### config.mk
export PLATFORM = sky130hd
export DESIGN_NAME = uart_tx_packet
export DESIGN_NICKNAME = d
export VERILOG_FILES = /design/src/rtl/uart_pkg.sv /design/src/rtl/uart_baud_tick.sv /design/src/rtl/uart_tx_packet.sv
export SDC_FILE = /design/constraint.sdc
export NUM_CORES = 1
export LEC_CHECK = 0
export CORE_ASPECT_RATIO = 1.2
export CORE_MARGIN = 2
export CORE_UTILIZATION = 41
export CTS_CLUSTER_DIAMETER = 30
export DETAILED_ROUTE_END_ITERATION = 8
export GPL_ROUTABILITY_DRIVEN = 1
export PLACE_DENSITY = 0.6
export SYNTH_ARGS = -nofsm -noshare
export SYNTH_HDL_FRONTEND = slang
export SYNTH_SLANG_ARGS = --single-unit
### constraint.sdc
create_clock -name Clk -period 2.3 [get_ports Clk]
set_input_delay 0.345 -clock Clk [delete_from_list [all_inputs] [get_ports Clk]]
set_output_delay 0.345 -clock Clk [all_outputs]
set_load 0.05 [all_outputs]
### src/rtl/uart_pkg.sv
// Shared constants for the UART packet transmitter: parity modes, FSM state
// encoding and the parity-bit helper.
package uart_pkg;

  localparam int PAR_NONE = 0;
  localparam int PAR_ODD  = 1;
  localparam int PAR_EVEN = 2;

  typedef enum logic [2:0] {
    IDLE  = 3'd0,
    START = 3'd1,
    DATA  = 3'd2,
    PAR   = 3'd3,
    STOP  = 3'd4
  } state_t;

  // ones_odd is the XOR of the eight data bits
  function automatic logic parity_bit(input int mode, input logic ones_odd);
    return (mode == PAR_ODD) ? ~ones_odd : ones_odd;
  endfunction

endpackage

### src/rtl/uart_baud_tick.sv
// Bit-period counter: emits one tick per BAUD_DIV cycles, held at zero while
// clear is high so the first period after clear is full length.
module uart_baud_tick #(
  parameter int BAUD_DIV = 5208
) (
  input  logic Clk,
  input  logic RstN,
  input  logic clear,
  output logic tick
);

  localparam int W = $clog2(BAUD_DIV);
  localparam logic [W-1:0] LAST = W'(BAUD_DIV - 1);

  if (BAUD_DIV < 2 || BAUD_DIV > 8191) begin : g_bad_baud
    $error("uart_baud_tick: BAUD_DIV must be in 2..8191");
  end

  logic [W-1:0] cnt;

  always_ff @(posedge Clk) begin
    if (!RstN || clear) begin
      cnt <= '0;
    end else if (cnt == LAST) begin
      cnt <= '0;
    end else begin
      cnt <= cnt + 1'b1;
    end
  end

  assign tick = (cnt == LAST);

endmodule

### src/rtl/uart_tx_packet.sv
// Packet UART transmitter: captures NBYTES on acceptance and sends them as
// back-to-back 8-bit frames with optional parity and one or two stop bits.
module uart_tx_packet
  import uart_pkg::*;
#(
  parameter int NBYTES         = 5,
  parameter int BAUD_DIV       = 5208,
  parameter int PARITY         = 0,
  parameter int STOP_BITS      = 1,
  parameter int MSB_BYTE_FIRST = 1
) (
  input  logic                  Clk,
  input  logic                  RstN,
  input  logic                  DataEn,
  input  logic [8*NBYTES-1:0]   DataIn,
  output logic                  Ready,
  output logic                  Busy,
  output logic                  Done,
  output logic                  Tx
);

  localparam int BCW = $clog2(NBYTES + 1);
  localparam logic [BCW-1:0] LAST_BYTE = BCW'(NBYTES - 1);

  if (NBYTES < 1 || NBYTES > 16) begin : g_bad_nbytes
    $error("uart_tx_packet: NBYTES must be in 1..16");
  end
  if (PARITY != PAR_NONE && PARITY != PAR_ODD && PARITY != PAR_EVEN) begin : g_bad_parity
    $error("uart_tx_packet: PARITY must be 0, 1 or 2");
  end
  if (STOP_BITS != 1 && STOP_BITS != 2) begin : g_bad_stop
    $error("uart_tx_packet: STOP_BITS must be 1 or 2");
  end
  if (MSB_BYTE_FIRST != 0 && MSB_BYTE_FIRST != 1) begin : g_bad_order
    $error("uart_tx_packet: MSB_BYTE_FIRST must be 0 or 1");
  end

  state_t              state, state_next;
  logic                tick, baud_clear;
  logic                last_bit, stop_end, pkt_end;
  logic                tx_next;
  logic [2:0]          bit_cnt;
  logic                stop_cnt;
  logic [BCW-1:0]      byte_cnt;
  logic [8*NBYTES-1:0] shift_q;
  logic                par_acc;
  logic                done_q;

  // Bytes are reordered at capture so the byte sent first sits in [7:0];
  // the buffer then simply shifts right one bit per data bit.
  function automatic logic [8*NBYTES-1:0] order(input logic [8*NBYTES-1:0] d);
    logic [8*NBYTES-1:0] r;
    r = '0;
    for (int unsigned i = 0; i < NBYTES; i++) begin
      r[8*i +: 8] = (MSB_BYTE_FIRST != 0) ? d[8*(NBYTES-1-i) +: 8] : d[8*i +: 8];
    end
    return r;
  endfunction

  assign baud_clear = (state == IDLE);

  uart_baud_tick #(.BAUD_DIV(BAUD_DIV)) u_baud (
    .Clk   (Clk),
    .RstN  (RstN),
    .clear (baud_clear),
    .tick  (tick)
  );

  assign last_bit = tick && (bit_cnt == 3'd7);
  assign stop_end = tick && ((STOP_BITS == 1) || stop_cnt);
  assign pkt_end  = (state == STOP) && stop_end && (byte_cnt == LAST_BYTE);

  always_ff @(posedge Clk) begin
    if (!RstN) begin
      state <= IDLE;
    end else begin
      state <= state_next;
    end
  end

  always_comb begin
    state_next = state;
    case (state)
      IDLE:    if (DataEn) state_next = START;
      START:   if (tick) state_next = DATA;
      DATA:    if (last_bit) state_next = (PARITY != PAR_NONE) ? PAR : STOP;
      PAR:     if (tick) state_next = STOP;
      STOP:    if (stop_end) state_next = (byte_cnt == LAST_BYTE) ? IDLE : START;
      default: state_next = IDLE;
    endcase
  end

  always_comb begin
    Ready   = (state == IDLE);
    Busy    = (state != IDLE);
    Done    = done_q;
    tx_next = 1'b1;
    case (state)
      START:   tx_next = 1'b0;
      DATA:    tx_next = shift_q[0];
      PAR:     tx_next = parity_bit(PARITY, par_acc);
      default: tx_next = 1'b1;
    endcase
  end

  always_ff @(posedge Clk) begin
    if (!RstN) begin
      Tx       <= 1'b1;
      done_q   <= 1'b0;
      bit_cnt  <= '0;
      stop_cnt <= 1'b0;
      byte_cnt <= '0;
      shift_q  <= '0;
      par_acc  <= 1'b0;
    end else begin
      Tx     <= tx_next;
      done_q <= pkt_end;
      case (state)
        IDLE: begin
          if (DataEn) begin
            shift_q <= order(DataIn);
            par_acc <= 1'b0;
          end
        end
        DATA: begin
          if (tick) begin
            par_acc <= par_acc ^ shift_q[0];
            shift_q <= shift_q >> 1;
            bit_cnt <= (bit_cnt == 3'd7) ? 3'd0 : bit_cnt + 3'd1;
          end
        end
        STOP: begin
          if (stop_end) begin
            stop_cnt <= 1'b0;
            par_acc  <= 1'b0;
            byte_cnt <= (byte_cnt == LAST_BYTE) ? '0 : byte_cnt + 1'b1;
          end else if (tick) begin
            stop_cnt <= 1'b1;
          end
        end
        default: ;
      endcase
    end
  end

endmodule

==> results of run 1 <==
registers in the layout (all words and copies together) (netlist names):
| signal | count |
|---|---|
| par_acc | 1 |
| shift_q | 40 |
| bit_cnt | 3 |
| byte_cnt | 3 |
| Tx | 1 |
| state | 3 |
| u_baud.cnt | 13 |
| Done | 1 |
final cells by class:
type / instances / area share
tap: 87 / 0.0310
timing repair buffer: 52 / 0.146
clock inverter: 3 / 0.0114
multi-input combinational: 223 / 0.388
inverter: 8 / 0.00857
sequential: 65 / 0.371
clock buffer: 12 / 0.0443
per-layer routing:
layer / up-vias / part of all wire / track usage
li1: 1214 / - / -
met1: 1104 / 0.48 / 0.198
met2: 51 / 0.47 / 0.259
met3: 7 / 0.046 / 0.0344
met4: 0 / 0.012 / 0.0963
met5: - / 0 / 0
power by group through the flow:
stage / combinational [mW] / sequential [mW] / clock [mW]
after floorplan: 0.120 / 1.21 / 0
after global placement: 0.218 / 1.21 / 0
after detailed placement: 0.219 / 1.21 / 0
after CTS: 0.220 / 1.19 / 0.990
after global routing: 0.242 / 1.19 / 1.03
final: 0.217 / 1.19 / 0.958
critical path: stages (launching register included):
cell,delay [ns]
dfxtp_1,0.41
or3_1,0.42
clkdlybuf4s50_1,0.72
cells in the final DEF, fill, tap and decap left out, drive strengths merged, types with 5 or more instances in the layout:
cell type / synthesis / final
ha: 5 / 5
nand2: 91 / 91
buf: 8 / 8
xnor2: 9 / 9
clkdlybuf4s50: 0 / 44
clkbuf: 15 / 12
o221ai: 37 / 37
inv: 8 / 8
nand4: 5 / 5
nand3: 8 / 8
dfxtp: 65 / 65
nor2: 22 / 22
cells in the mapped netlist (2+ instances only):
cell / number
o21ai_0: 4
ha_1: 5
o221ai_1: 31
clkbuf_1: 15
nand4_1: 4
nor3b_1: 2
buf_6: 2
mux2i_1: 3
nand2_1: 91
xor2_1: 2
o22a_1: 2
nor2b_1: 4
buf_2: 6
inv_1: 8
dfxtp_1: 65
nand3_1: 8
a21oi_1: 2
o211ai_1: 2
o221ai_2: 6
nand3b_1: 3
nor3_1: 2
or3_1: 2
nor2_1: 22
a21boi_1: 2
xnor2_1: 9
nor4_1: 3
cell families (layout without fill, tap and decap cells):
| logic type | count (synthesis) | count (layout) | share of synthesized area |
|---|---|---|---|
| buf+inv | 31 | 75 | 0.0496 |
| compound gates | 57 | 57 | 0.181 |
| fa+ha+maj | 5 | 5 | 0.0223 |
| simple gates | 147 | 147 | 0.237 |
| xor+xnor | 11 | 11 | 0.0344 |
| mux | 3 | 3 | 0.0107 |
| flops | 65 | 65 | 0.465 |
stage by stage:
step | setup slack (ns) | instance area (µm²) | power (mW)
final | 0.0804 | 3510 | 2.36
after CTS | 0.0601 | 3510 | 2.40
after detailed placement | 0.431 | 3310 | 1.43
after global placement | 0.449 | 3310 | 1.43
after floorplan | 0.0889 | 2800 | 1.33
after global routing | 0.0137 | 3510 | 2.46
how the worst max path moves through the flow:
stage	start	endpoint	slack, ns	cells past startpoint
after global routing	state[0]	Busy	0.01	2
after floorplan	state[2]	shift_q[20]	0.09	8
after global placement	state[1]	Busy	0.45	2
after detailed placement	state[1]	Busy	0.43	2
final	state[0]	Busy	0.08	2
after CTS	state[0]	Busy	0.06	2
==> results.md, run 1 <==
- Status: completed
- Measured slew at the worst slew-check pin: ~0.51 ns
- DRT antenna net count: 0
- Num rows: 33
- Synth area leader: dfxtp_1
- Die area: around 7500 µm²
- Hold Fails Final Rpt: 0
- Net count after synthesis: between 300 and 400
- Final setup fails: 0
- Period minus WS final: approximately 2.2 ns
- Worst reg2reg setup slack: roughly 0.47 ns
- Synth Cell Area: around 2800 µm²
- Hold Path Class: in -> reg
- Port bufs: 46
- FMAX: between 0.4 and 0.5 GHz
- WS Path Type: reg -> out
- End of the worst hold path: byte_cnt[2]
- RSZ-0062 raised after global routing: false
- Setup_tns: 0 ns
- NetSw: 525 µW
- CORE AREA: 6730 µm²
- Fill cells: about 660
- Net Sw Frac: 0.222
- Yosys cell types: 40
- Mapped Cells: approximately 320
- Gr usage total: 0.162
- Synth top area share: 0.465
- Final period utilization: 0.965
- Num CTS Buffers: 9
- ANT cells: 0
- YS warnings: 0
- Hold Crit Depth: 2
- Via count: roughly 2400
- Placed cell count: about 440
- CP Launch Type: register
- Combinational power share: 0.092
- Clk Latency, worst-skew pair: roughly 0.33 ns
- FF+latch count, synth: 65
- Share of cells above drive strength 1: 0.0882
- Initial antenna violation count: 0
- Post-CTS sizing: 0
- Clock net sink count: 65
- Clock Tree Root: clkbuf_8
- Pin count of the biggest net entering global routing: 40
- Pre-antenna DRT Iters: 4
- DP HPWL: about 3800 µm
- Post-synth top flop: dfxtp_1
- CTS tree: built
- DRT iter0 DRCs: between 70 and 80
- Finished Core Util: 0.521
- Initial core utilization: 0.416
- CP Data Arrival Time: about 1.9 ns
- Worst reg2reg path depth: 5
- Setup Buffers After CTS: 0
- Area of the multi-input gates: ~1400 µm²
- Vias in the first global route: about 2200
- Fin Hold WS: 0.337 ns
- Final wirelength: approximately 5700 µm
- # nets final: 407
- Worst VDD drop: just over 0.0004 V
- Worst EP required: 1.96 ns
- Deepest clock path buffer count: 2
- Post-Layout Cell Count: between 400 and 500
- Reg clk slew, reported paths: roughly 0.070 ns
- Power per cell area: a little under 700 nW/µm²
- Slew margin rel.: 0.656
- Post-synth EDFFs: 0
- Crit Reg-Reg Endpoint: u_baud.cnt[3]
- Max Cap Viol: 0
- Hold_sp: RstN
- Area Overhead vs Synth: 25.2%
- CP max FO: 11
- # hold bufs at CTS: 0
- GRT overflow: 0
- Register area: ~1300 µm²
- First-pass GRT wire length: between 9000 and 10000 µm
- Leading post-synthesis cells by cell area: dfxtp_1 (46%), nand2_1 (12%), o221ai_1 (9.7%)
- Slew Limit Fails: 0
- Share of synthesized registers carrying an async set or reset: 0
- Worst R2R Start: u_baud.cnt[0]
- Sequential share of power: 0.503
- H-Tree Depth: 3
- Routability cong.: a little under 0.8
- DIE HEIGHT: between 90 and 100 µm
- I/O pins: 47
- Syn Area/Cell: approximately 8.8 µm²
- Pint: about 1.8 mW
- Seq/Total Area, Yosys: 0.465
- Clock skew: just under 0.009 ns
- Clk pwr share: 0.406
- Static Leakage: around 1.2 nW
- Drt drc: 0
- Chip Width: approximately 80 µm
- Vias per cell: approximately 5.3
- Drt wl/cell: 12.6 µm
- Crit path capture type: output pin
(Power assumes the default switching activity.)
==> inputs of run 2 (changes only) <==
--- a/config.mk
+++ b/config.mk
@@ -12,6 +12,7 @@
 export DETAILED_ROUTE_END_ITERATION = 8
 export GPL_ROUTABILITY_DRIVEN = 1
 export PLACE_DENSITY = 0.6
+export SETUP_SLACK_MARGIN = 0.2
 export SYNTH_ARGS = -nofsm -noshare
 export SYNTH_HDL_FRONTEND = slang
 export SYNTH_SLANG_ARGS = --single-unit
==> results.md, run 2 (synthesized netlist as in run 1, its figures left out) <==
- Status: completed
- Buf/Inv on CP: 1
- Worst R2R Start: u_baud.cnt[0]
- I/O pins: 47
- Routability cong.: 0.775
- Measured slew at the worst slew-check pin: around 0.53 ns
- Pre-antenna DRT Iters: 4
- Share of cells above drive strength 1: 0.0939
- WS Path Type: reg -> out
- H-Tree Depth: 3
- Max reg flops: 40
- CP Launch Type: register
- Biggest register: shift_q
- Clock net sink count: 65
- FMAX: between 0.5 and 0.6 GHz
- Worst reg2reg path depth: 6
- First-pass GRT wire length: 9640 µm
- Largest regs: shift_q (40), u_baud.cnt (13)
- Vias per cell: around 5.2
- CP Data Arrival Time: 1.61 ns
- Most common cell after layout, fill and taps aside: nand2_1
- Hold_sp: RstN
- Worst reg2reg setup slack: about 0.46 ns
- Num rows: 33
- Max Cap Viol: 0
- CP Cell Sequence: or3_4, dlygate4sd2_1
- Deepest clock path buffer count: 2
- CTS tree: built
- Die area: 7510 µm²
- Via count: ~2400
- Post-CTS sizing: 1
- DIE HEIGHT: approximately 95 µm
- CP max FO: 11
- DRT iter0 DRCs: 101
- Port bufs: 46
- # hold bufs at CTS: 0
- Fin Hold WS: 0.368 ns
- DP HPWL: approximately 3700 µm
- Chip Width: ~79 µm
- Power per cell area: between 700 and 800 nW/µm²
- Hold Crit Depth: 3
- Area of the multi-input gates: ~1400 µm²
- RSZ-0062 raised after global routing: false
- Reg clk slew, reported paths: 0.07 ns
- Slew margin rel.: 0.649
- Worst VDD drop: ~0.00036 V
- Final wirelength: between 5000 and 6000 µm
- Setup Buffers After CTS: 0
- DRT antenna net count: 0
- Slew Limit Fails: 0
- Fill cells: 657
- GRT overflow: 0
- Clk Latency, worst-skew pair: roughly 0.34 ns
- Initial core utilization: 0.416
- Gr usage total: 0.163
- Hold Fails Final Rpt: 0
- Setup_tns: 0 ns
- Num CTS Buffers: 9
- CORE AREA: ~6700 µm²
- Area Overhead vs Synth: 26.1%
- Drt wl/cell: about 13 µm
- Final setup fails: 0
- Final period utilization: 0.852
- CP max stage delay: about 0.43 ns
- Hold Path Class: in -> reg
- Static Leakage: approximately 1.2 nW
- CP delay by family, top: simple AND/OR/NAND/NOR gates
- Initial antenna violation count: 0
- Drt drc: 0
- Critical-path top delay cell: or3_4
- Vias in the first global route: approximately 2200
- Clock skew: between 0.01 and 0.015 ns
- Worst EP required: ~2.0 ns
- Pin count of the biggest net entering global routing: 55
- Commonest cells after routing, fill and taps aside: nand2_1 (91), dfxtp_1 (65), clkdlybuf4s50_1 (43), o221ai_1 (31), nor2_1 (22)
- Crit path capture type: output pin
- ANT cells: 0
- End of the worst hold path: Tx
- Period minus WS final: 1.96 ns
- Register area: approximately 1300 µm²
- Clock Tree Root: clkbuf_8
- # nets final: just over 400
- Crit Reg-Reg Endpoint: bit_cnt[1]
run 2: stage by stage:
step	instance area (µm²)	utilization	total power [mW]	setup WS, ns	std cells
after floorplan	2810	-	1.33	0.442	319
after global placement	3300	0.491	1.43	0.445	433
after detailed placement	3300	0.491	1.43	0.425	433
after CTS	3530	0.525	2.53	0.329	449
after global routing	3530	0.525	2.61	0.272	449
final	3530	0.525	2.50	0.341	449
run 2: how the worst max path moves through the flow:
stage | slack [ns] | startpoint | to | cells past startpoint
detailed placement | 0.43 | state[0] | Busy | 2
finish | 0.34 | state[0] | Busy | 2
global route | 0.27 | state[0] | Busy | 2
floorplan | 0.44 | state[2] | shift_q[20] | 8
global placement | 0.44 | state[0] | Busy | 2
CTS | 0.33 | state[0] | Busy | 2
run 2: area by class of cell:
type,instances,area share
Timing Repair Buffer,50,0.140
Sequential cell,65,0.368
Tap cell,87,0.0308
Clock buffer,11,0.0429
Multi-Input combinational cell,223,0.386
Clock inverter,5,0.0220
Inverter,8,0.00956
run 2: where the power goes:
| part | switching, mW | internal [mW] | total [mW] |
|---|---|---|---|
| clock | 0.432 | 0.666 | 1.10 |
| sequential | 0.0153 | 1.17 | 1.19 |
| combinational | 0.105 | 0.113 | 0.218 |
run 2: layer usage:
metal / part of all wire / GRT usage / wire, µm
met3: 0.037 / 0.0344 / 210
met2: 0.45 / 0.256 / 2550
met5: 0 / 0 / 0
met1: 0.49 / 0.207 / 2790
met4: 0.021 / 0.0920 / 119
run 2: worst min-delay path, cell delays in order:
cell	delay, ns
buf_2	0.11
nor2b_1	0.16
nand2_1	0.06
